**config.mk**
```make
export PLATFORM = sky130hd
export DESIGN_NAME = ws2812b_ring_engine
export DESIGN_NICKNAME = d
export VERILOG_FILES = /design/src/rtl/ws2812b_ring_engine.sv
export SDC_FILE = /design/constraint.sdc
export NUM_CORES = 1
export LEC_CHECK = 0
export BUFFER_PORTS_ARGS = -buffer_cell sky130_fd_sc_hd__buf_2
export CAP_MARGIN = 20
export CORE_MARGIN = 1
export CORE_UTILIZATION = 50
export DETAILED_ROUTE_END_ITERATION = 12
export HOLD_SLACK_MARGIN = 0.12
export PLACE_DENSITY = 0.79
export SYNTH_ARGS = -nofsm -noshare
export SYNTH_HDL_FRONTEND = slang
export SYNTH_SLANG_ARGS = --single-unit
```
**constraint.sdc**
```tcl
create_clock -name clk -period 3.1 [get_ports clk]
set_clock_uncertainty 0.15 [all_clocks]
set_input_delay 0.31 -clock clk [delete_from_list [all_inputs] [get_ports clk]]
set_output_delay 0.31 -clock clk [all_outputs]
set_load 0.05 [all_outputs]
```
**src/rtl/ws2812b_ring_engine.sv**
```systemverilog
// ws2812b_ring_engine: renders a cursor pattern (dot/bar/all on/all off) over a
// chain of WS2812B pixels and serialises one GRB frame per refresh request.
// Optional feature macro: RING_TAIL_EN (dot mode lights two dimmed trailing pixels).
module ws2812b_ring_engine #(
    parameter int unsigned NUM_LEDS  = 12,
    parameter int unsigned T0H_CYC   = 20,
    parameter int unsigned T1H_CYC   = 40,
    parameter int unsigned TBIT_CYC  = 63,
    parameter int unsigned RESET_CYC = 2750,
    parameter int unsigned INT_W     = 8
) (
    input  logic             clk,
    input  logic             res,
    input  logic             refresh,
    input  logic [7:0]       position,
    input  logic [1:0]       mode,
    input  logic [2:0]       colour,
    input  logic [INT_W-1:0] intensity,
    output logic             led_dout,
    output logic             busy
);

    localparam int unsigned CNT_MAX  = (TBIT_CYC > RESET_CYC) ? TBIT_CYC : RESET_CYC;
    localparam int unsigned CNT_W    = $clog2(CNT_MAX);
    localparam logic [7:0]  LAST_PIX = 8'(NUM_LEDS - 1);

    typedef enum logic [2:0] {
        S_IDLE,
        S_LOAD,
        S_BIT_HI,
        S_BIT_LO,
        S_LATCH
    } state_t;

    state_t             r_state;
    logic [7:0]         r_pos;
    logic [1:0]         r_mode;
    logic [2:0]         r_col;
    logic [INT_W-1:0]   r_int;
    logic [7:0]         r_pix;
    logic [4:0]         r_bit;
    logic [CNT_W-1:0]   r_cyc;
    logic               r_pending;
    logic               r_dout;
    logic               r_busy;

    logic [7:0]         w_pos_clamp;
    logic [INT_W-1:0]   w_level;
    logic [7:0]         w_byte;
    logic               w_chan_en;
    logic               w_bit;
    logic [CNT_W-1:0]   w_high_last;
    logic               w_last_bit;

    assign led_dout = r_dout;
    assign busy     = r_busy;

    // Out-of-range cursor positions collapse onto the last pixel
    assign w_pos_clamp = (position >= 8'(NUM_LEDS)) ? LAST_PIX : position;

`ifdef RING_TAIL_EN
    logic [7:0] w_tail1;
    logic [7:0] w_tail2;

    // Trailing pixel indices, wrapping around the ring
    assign w_tail1 = (r_pos == 8'd0) ? LAST_PIX : r_pos - 8'd1;
    assign w_tail2 = (r_pos >= 8'd2) ? r_pos - 8'd2 : r_pos + 8'(NUM_LEDS - 2);
`endif

    // Brightness of the pixel currently being shifted out
    always_comb begin
        w_level = '0;
        case (r_mode)
            2'b00: begin
                if (r_pix == r_pos) begin
                    w_level = r_int;
                end
`ifdef RING_TAIL_EN
                else if (r_pix == w_tail1) begin
                    w_level = r_int >> 1;
                end else if (r_pix == w_tail2) begin
                    w_level = r_int >> 2;
                end
`endif
            end
            2'b01: begin
                if (r_pix <= r_pos) begin
                    w_level = r_int;
                end
            end
            2'b10:   w_level = r_int;
            default: w_level = '0;
        endcase
    end

    // Channel select from bit index: 23..16 G, 15..8 R, 7..0 B
    always_comb begin
        w_chan_en = 1'b0;
        case (r_bit[4:3])
            2'b10:   w_chan_en = r_col[1];
            2'b01:   w_chan_en = r_col[0];
            2'b00:   w_chan_en = r_col[2];
            default: w_chan_en = 1'b0;
        endcase
    end

    assign w_byte      = 8'(w_level);
    assign w_bit       = w_chan_en & w_byte[r_bit[2:0]];
    assign w_high_last = w_bit ? CNT_W'(T1H_CYC - 1) : CNT_W'(T0H_CYC - 1);
    assign w_last_bit  = (r_bit == 5'd0) && (r_pix == LAST_PIX);

    // Frame sequencer: snapshot, per-bit high/low phases, latch gap, queued refresh
    always_ff @(posedge clk) begin
        if (res) begin
            r_state   <= S_IDLE;
            r_dout    <= 1'b0;
            r_busy    <= 1'b0;
            r_pending <= 1'b0;
            r_cyc     <= '0;
            r_pix     <= '0;
            r_bit     <= '0;
        end else begin
            if (refresh && (r_state != S_IDLE)) begin
                r_pending <= 1'b1;
            end
            case (r_state)
                S_IDLE: begin
                    if (refresh) begin
                        r_state <= S_LOAD;
                        r_busy  <= 1'b1;
                    end
                end
                S_LOAD: begin
                    r_pos   <= w_pos_clamp;
                    r_mode  <= mode;
                    r_col   <= colour;
                    r_int   <= intensity;
                    r_pix   <= 8'd0;
                    r_bit   <= 5'd23;
                    r_cyc   <= '0;
                    r_dout  <= 1'b1;
                    r_state <= S_BIT_HI;
                end
                S_BIT_HI: begin
                    r_cyc <= r_cyc + CNT_W'(1);
                    if (r_cyc == w_high_last) begin
                        r_dout  <= 1'b0;
                        r_state <= S_BIT_LO;
                    end
                end
                S_BIT_LO: begin
                    if (r_cyc == CNT_W'(TBIT_CYC - 1)) begin
                        r_cyc <= '0;
                        if (w_last_bit) begin
                            r_state <= S_LATCH;
                        end else begin
                            r_dout  <= 1'b1;
                            r_state <= S_BIT_HI;
                            if (r_bit == 5'd0) begin
                                r_bit <= 5'd23;
                                r_pix <= r_pix + 8'd1;
                            end else begin
                                r_bit <= r_bit - 5'd1;
                            end
                        end
                    end else begin
                        r_cyc <= r_cyc + CNT_W'(1);
                    end
                end
                S_LATCH: begin
                    if (r_cyc == CNT_W'(RESET_CYC - 1)) begin
                        r_cyc <= '0;
                        if (r_pending || refresh) begin
                            r_pending <= 1'b0;
                            r_state   <= S_LOAD;
                        end else begin
                            r_state <= S_IDLE;
                            r_busy  <= 1'b0;
                        end
                    end else begin
                        r_cyc <= r_cyc + CNT_W'(1);
                    end
                end
                default: begin
                    r_state <= S_IDLE;
                    r_dout  <= 1'b0;
                    r_busy  <= 1'b0;
                end
            endcase
        end
    end

endmodule

```
# After elaboration in Yosys (flattened, before gate mapping)
# Index checks and enable logic that the tools add are counted.
[word_totals] ff_bits=52 inputBits=24 output_inout_bits=2 wordCells=96
[op_classes] addsub=3 n_lt_le_gt_ge=3 eq_ne=20 mux=37 bitwise=4 n_reduce_logical=18
[ops] operator="one-hot mux 12 bit (4 select lines)" count=1
[ops] operator="2-to-1 mux 8 bit" count=5
[ops] operator="2-to-1 mux 12 bit" count=2
[ops] operator="one-hot mux 8 bit (3 select lines)" count=1
[ops] operator="one-hot mux 8 bit (2 select lines)" count=1
[ops] operator="AND reduction 4 bit" count=4
[ops] operator="2-to-1 mux 3 bit" count=5
[ops] operator="2-to-1 mux 5 bit" count=3
[ops] operator="one-hot mux 3 bit (5 select lines)" count=1
[ops] operator="inequality test 2 bit (second input constant)" count=7
[ops] operator="adder 12 x 1 -> 12 bit (second input constant)" count=1
[ops] operator="equality test 12 bit (second input constant)" count=1
[ops] operator="equality test 12 x 6 -> 1 bit" count=1
[ops] operator="equality test 12 x 6 -> 1 bit (second input constant)" count=1
[ops] operator="2-to-1 mux 1 bit" count=12
[ops] operator="one-hot mux 5 bit (2 select lines)" count=1
[ops] operator="adder 8 x 1 -> 8 bit (second input constant)" count=1
[ops] operator="equality test 8 x 4 -> 1 bit (second input constant)" count=1
[ops] operator="equality test 8 bit" count=1
[ops] operator=">= comparator 8 x 4 -> 1 bit (second input constant)" count=1
[ops] operator="<= comparator 8 bit" count=1
[ops] operator="equality test 3 x 2 -> 1 bit (second input constant)" count=2
[ops] operator="2-to-1 mux 6 bit" count=1
[ops] operator="one-hot mux 1 bit (3 select lines)" count=2
[ops] operator="22 further kinds" count=28

# Logic depth before layout (Yosys ltp)
[logic_depth] ltp_word=10 depth_mapped=9 mapped_depth_nobuf=8

# Worst setup path before layout
# Ideal clock, no wire load.
[synth_path] path_type="register -> register" start="reg r_state[2]" end="reg r_col[0] (enable)" setup_ns=0.425 arrival_ns=2.246 required_time_ns=2.525 slack_ns=0.278 stages_incl_launch_ff=4 period_less_slack_ns=2.822 cell_sequence="dfxtp_1 -> clkbuf_1 -> nand2b_1 -> nor3_1"
[synth_via] elab_chain_cells=2
[synth_rtl] element="start, declared" line_no="35" source="state_t r_state;"
[synth_rtl] element="start signal, assigned" line_no="115" source="r_state <= S_IDLE;"
[synth_rtl] element="start signal, assigned" line_no="129" source="r_state <= S_LOAD;"
[synth_rtl] element="start signal, assigned" line_no="142" source="r_state <= S_BIT_HI;"
[synth_rtl] element="equality test 3 x 1 -> 1 bit" line_no="126" source="case (r_state)"
[synth_rtl] element="AND reduction 2 bit (no source line)"
[synth_rtl] element="end signal, assigned" line_no="136" source="r_col <= colour;"
[synth_rtl] element="end, declared" line_no="38" source="logic [2:0] r_col;"
# No other way between the ends.
# A chain may end at the register's enable or synchronous reset.

# Worst setup path after layout
[layout_path] start="reg r_pos[5]" end="reg r_dout, in the netlist led_dout"
[layout_via] elab_chain_cells=10 word_cells_on_any_way=12
[layout_rtl] element="start, declared" line_no="36" source="logic [7:0] r_pos;"
[layout_rtl] element="start signal, assigned" line_no="134" source="r_pos <= w_pos_clamp;"
[layout_rtl] element="<= comparator 8 bit or equality test 8 bit (tied branches)" line_no="87, 75"
[layout_rtl] element="2-to-1 mux 8 bit (on tied branches)" line_no="87, 75"
[layout_rtl] element="one-hot mux 8 bit (3 select lines) *" line_no="73" source="case (r_mode)"
[layout_rtl] element="binary-select mux 1 bit (select 3 bit) *" line_no="108" source="assign w_bit = w_chan_en & w_byte[r_bit[2:0]];"
[layout_rtl] element="2-to-1 mux 1 bit (implied by the code) *" line_no="108"
[layout_rtl] element="bitwise AND 1 bit *" line_no="108"
[layout_rtl] element="2-to-1 mux 6 bit *" line_no="109" source="assign w_high_last = w_bit ? CNT_W'(T1H_CYC - 1) : CNT_W'(T0H_CYC - 1);"
[layout_rtl] element="equality test 12 x 6 -> 1 bit *" line_no="146" source="if (r_cyc == w_high_last) begin"
[layout_rtl] element="inequality test 2 bit (no source line) *"
[layout_rtl] element="AND reduction 4 bit (no source line) *"
[layout_rtl] element="end signal, assigned" line_no="116" source="r_dout <= 1'b0;"
[layout_rtl] element="end signal, assigned" line_no="147" source="r_dout <= 1'b0;"
[layout_rtl] element="end signal, assigned" line_no="157" source="r_dout <= 1'b1;"
[layout_rtl] element="end, declared" line_no="44" source="logic r_dout;"
# Mark *: on every way between the ends. The rest lies on a longest branch, timed or not. The select of a mux whose other input is x is not followed.

==> flow_summary.yaml <==
run_status:
  status: "complete, no violations"
route:
  avgRoutedWirePerCell_um: 13.80
  postRouteAntennaNets: 0
  drt_first_pass_iters: 4
  drt-initial-drc-count: 164
  routed_wl_um: 5271
  drcViolationCount: 0
  vias: 2096
  viasPerCell: 5.487
timing:
  rsz0062_at_grt: "false"
  min_period_ns: 2.550
  tightest_slew_ns: 0.6795
  setup_ws_ns: 0.5501
  max-slew-margin-rel_pct: 54.28
  setup_viol: 0
  finalHoldViolations: 0
  drv_slew: 0
  finalCritPeriodShare_pct: 82.25
  setup_tns_ns: 0
  fmax_ghz: 0.3922
worst_setup_path:
  arrival_ns: 2.62
  cpMaxStageDelayCell: "nor4_1"
  reg2reg_from: "r_pos[5]"
  r2r-end: "led_dout"
  path_cells: "inv_1 > ha_1 > a211o_1 > o211ai_1 > a311oi_1 > nor4_1 > mux2i_1 > a211oi_1"
  rrSetupSlack_ns: 0.55
  cp_top_family: "compound AO/OA/AOI/OAI gates"
  cp-start-kind: "register"
  cp_slowest_stage_delay_ns: 0.63
  crit_buf_inv: 1
  crit_fanout: 3
  cp-end-kind: "register"
  cp.required_ns: 3.17
  ff2ff_path_depth: 8
  path_class: "register to register"
die:
  dieWidth_um: 75.39
  fp.coreArea_um2: 5140
  rows: 26
  start_util_pct: 52.39
  io_pins: 26
  dieHeight_um: 75.39
  dieArea_um2: 5683
power_and_ir_drop:
  p_per_area_nw_per_um2: 637.7
  irDropWorstVdd_v: 0.0004089
  power_mw: 2.001
  p_leak_nw: 1.224
flow_run:
  cap_violations: 0
synth:
  yosys_warnings: 0
  synth_enable_flop_cells: 21
  ys_seq_area_share_pct: 46.47
  syn_area_um2: 2693
  synth_seq_cells: 52
  synth_ff_type: "dfxtp_1"
  synth.avg_cell_area_um2: 10.05
  syn_inst: 268
  synth_cell_types: 52
  async_reset_ff_share_pct: 0
  synth.top_cell.area_share_pct: 23.42
  synth_area_leaders: "edfxtp_1 23%, dfxtp_1 23%, ha_1 6.0%, xor2_1 4.2%, nor2_1 4.0%"
  synth_top_area_cell: "edfxtp_1"
cts:
  cts-root-buf: "clkbuf_8"
  cts_buffers: 5
  path_clk_slew_ns: 0.10
  ctsResizeCount: 0
  clk_latency_ns: 0.31
  h-tree-depth: 2
  cts_buffer_depth: 2
  clkSinkCount: 52
  cts_tree: "done"
global_routing:
  grt_pass1_vias: 1935
  antenna_found_initial: 0
  grt_max_degree: 22
  overflow: 0
  grt_pass1_wl_um: 8935
  grt_use_total_pct: 20.87
worst_hold_path:
  hold_depth: 2
  hold-path-endpoint: "r_pos[3]"
  hp-class: "input pin to register"
  worstHoldStart: "position[3]"
final_layout:
  drive_above_1_share_pct: 16.03
  final_common_cell: "dfxtp_1"
  area_growth_pct: 16.54
  fillers: 449
  diodes: 0
  final_cells: 382
  design_area_um2: 3138
  fin_nets: 348
  layout_common_cells: "31 x dfxtp_1, 29 x nor2_1, 25 x buf_2"
place:
  gp_congestion: 0.7861
  dpl.hpwl_um: 3561
  io_buffers: 25
  dpl-instance-area_um2: 2900
  dp.cells: 359
  pre_cts_slack_ns: 0.7306
[layout make-up]
type / count / area, um2 / area share [%]
clock buffers: 5 / 68.82 / 2.193
clock inverters: 3 / 18.77 / 0.5981
inverters: 15 / 56.30 / 1.794
multi-input cells: 195 / 1365 / 43.50
flip-flops and latches: 52 / 1251 / 39.87
well taps: 70 / 87.58 / 2.791
repair buffers: 42 / 290.3 / 9.250
[synthesized netlist by cell type (all sizes together), types with 5 or more instances]
master and count:
xor2 13, dfxtp 31, ha 13, nand3 10
inv 15, nor3 9, and3 6, o21ai 9
a211oi 5, nor2 29, clkbuf 7, nand2b 6
edfxtp 21, nand2 15, nand4 11, a21oi 13
[state kept, by name, indices dropped and copies added (netlist names)]
signal,flops
busy,1
led_dout,1
r_bit,5
r_col,3
r_cyc,12
r_int,8
r_mode,2
r_pending,1
r_pix,8
r_pos,8
r_state,3
[cell families after synthesis]
family / synth area share (%)
compound gates: 12.18
xor+xnor: 5.809
fa+ha+maj: 6.041
buf+inv: 3.439
flops: 46.47
mux: 2.788
other cells: 0.1393
simple gates: 23.14
[repair_timing]
action                    in CTS  in global routing
setup buffers                  0                  0
hold buffers                  15                  0
hold endpoints to repair      15                  0
[power breakdown]
part           internal [mW]  switching [mW]
sequential             0.822          0.0946
combinational          0.284           0.420
clock                  0.156           0.224
[how the worst max path moves through the flow]
| stage | endpoint | depth (start not counted) | from | slack [ns] |
|---|---|---|---|---|
| 3_5_place_dp | led_dout | 8 | r_pos[5] | 0.73 |
| 5_1_grt | led_dout | 8 | r_pos[5] | 0.48 |
| 4_1_cts | led_dout | 8 | r_pos[5] | 0.64 |
| 2_1_floorplan | r_col[0] | 3 | r_state[2] | 0.28 |
| 6_report | led_dout | 8 | r_pos[5] | 0.55 |
| 3_3_place_gp | led_dout | 8 | r_pos[5] | 0.83 |
[through the flow]
| step | hold WS, ns | util, % |
|---|---|---|
| 5_1_grt | 0.1273 | 61.05 |
| 2_1_floorplan | 0.2589 | - |
| 3_3_place_gp | 0.3363 | 56.43 |
| 6_report | 0.1329 | 61.05 |
| 3_5_place_dp | 0.3381 | 56.43 |
| 4_1_cts | 0.1335 | 61.05 |
[worst reg2reg max path, cell delays in order (launching register included)]
cell	delay [ns]
edfxtp_1	0.39
inv_1	0.07
ha_1	0.24
a211o_1	0.30
o211ai_1	0.11
a311oi_1	0.12
nor4_1	0.63
mux2i_1	0.20
a211oi_1	0.26
[metal layers]
metal	part of all wire (%)	up-vias	track usage, %
met1	46	986	27.55
met2	48	48	34.72
li1	-	1053	-
met5	0	-	0
met3	3.9	9	4.365
met4	1.6	0	6.173
(Power assumes the default switching activity.)
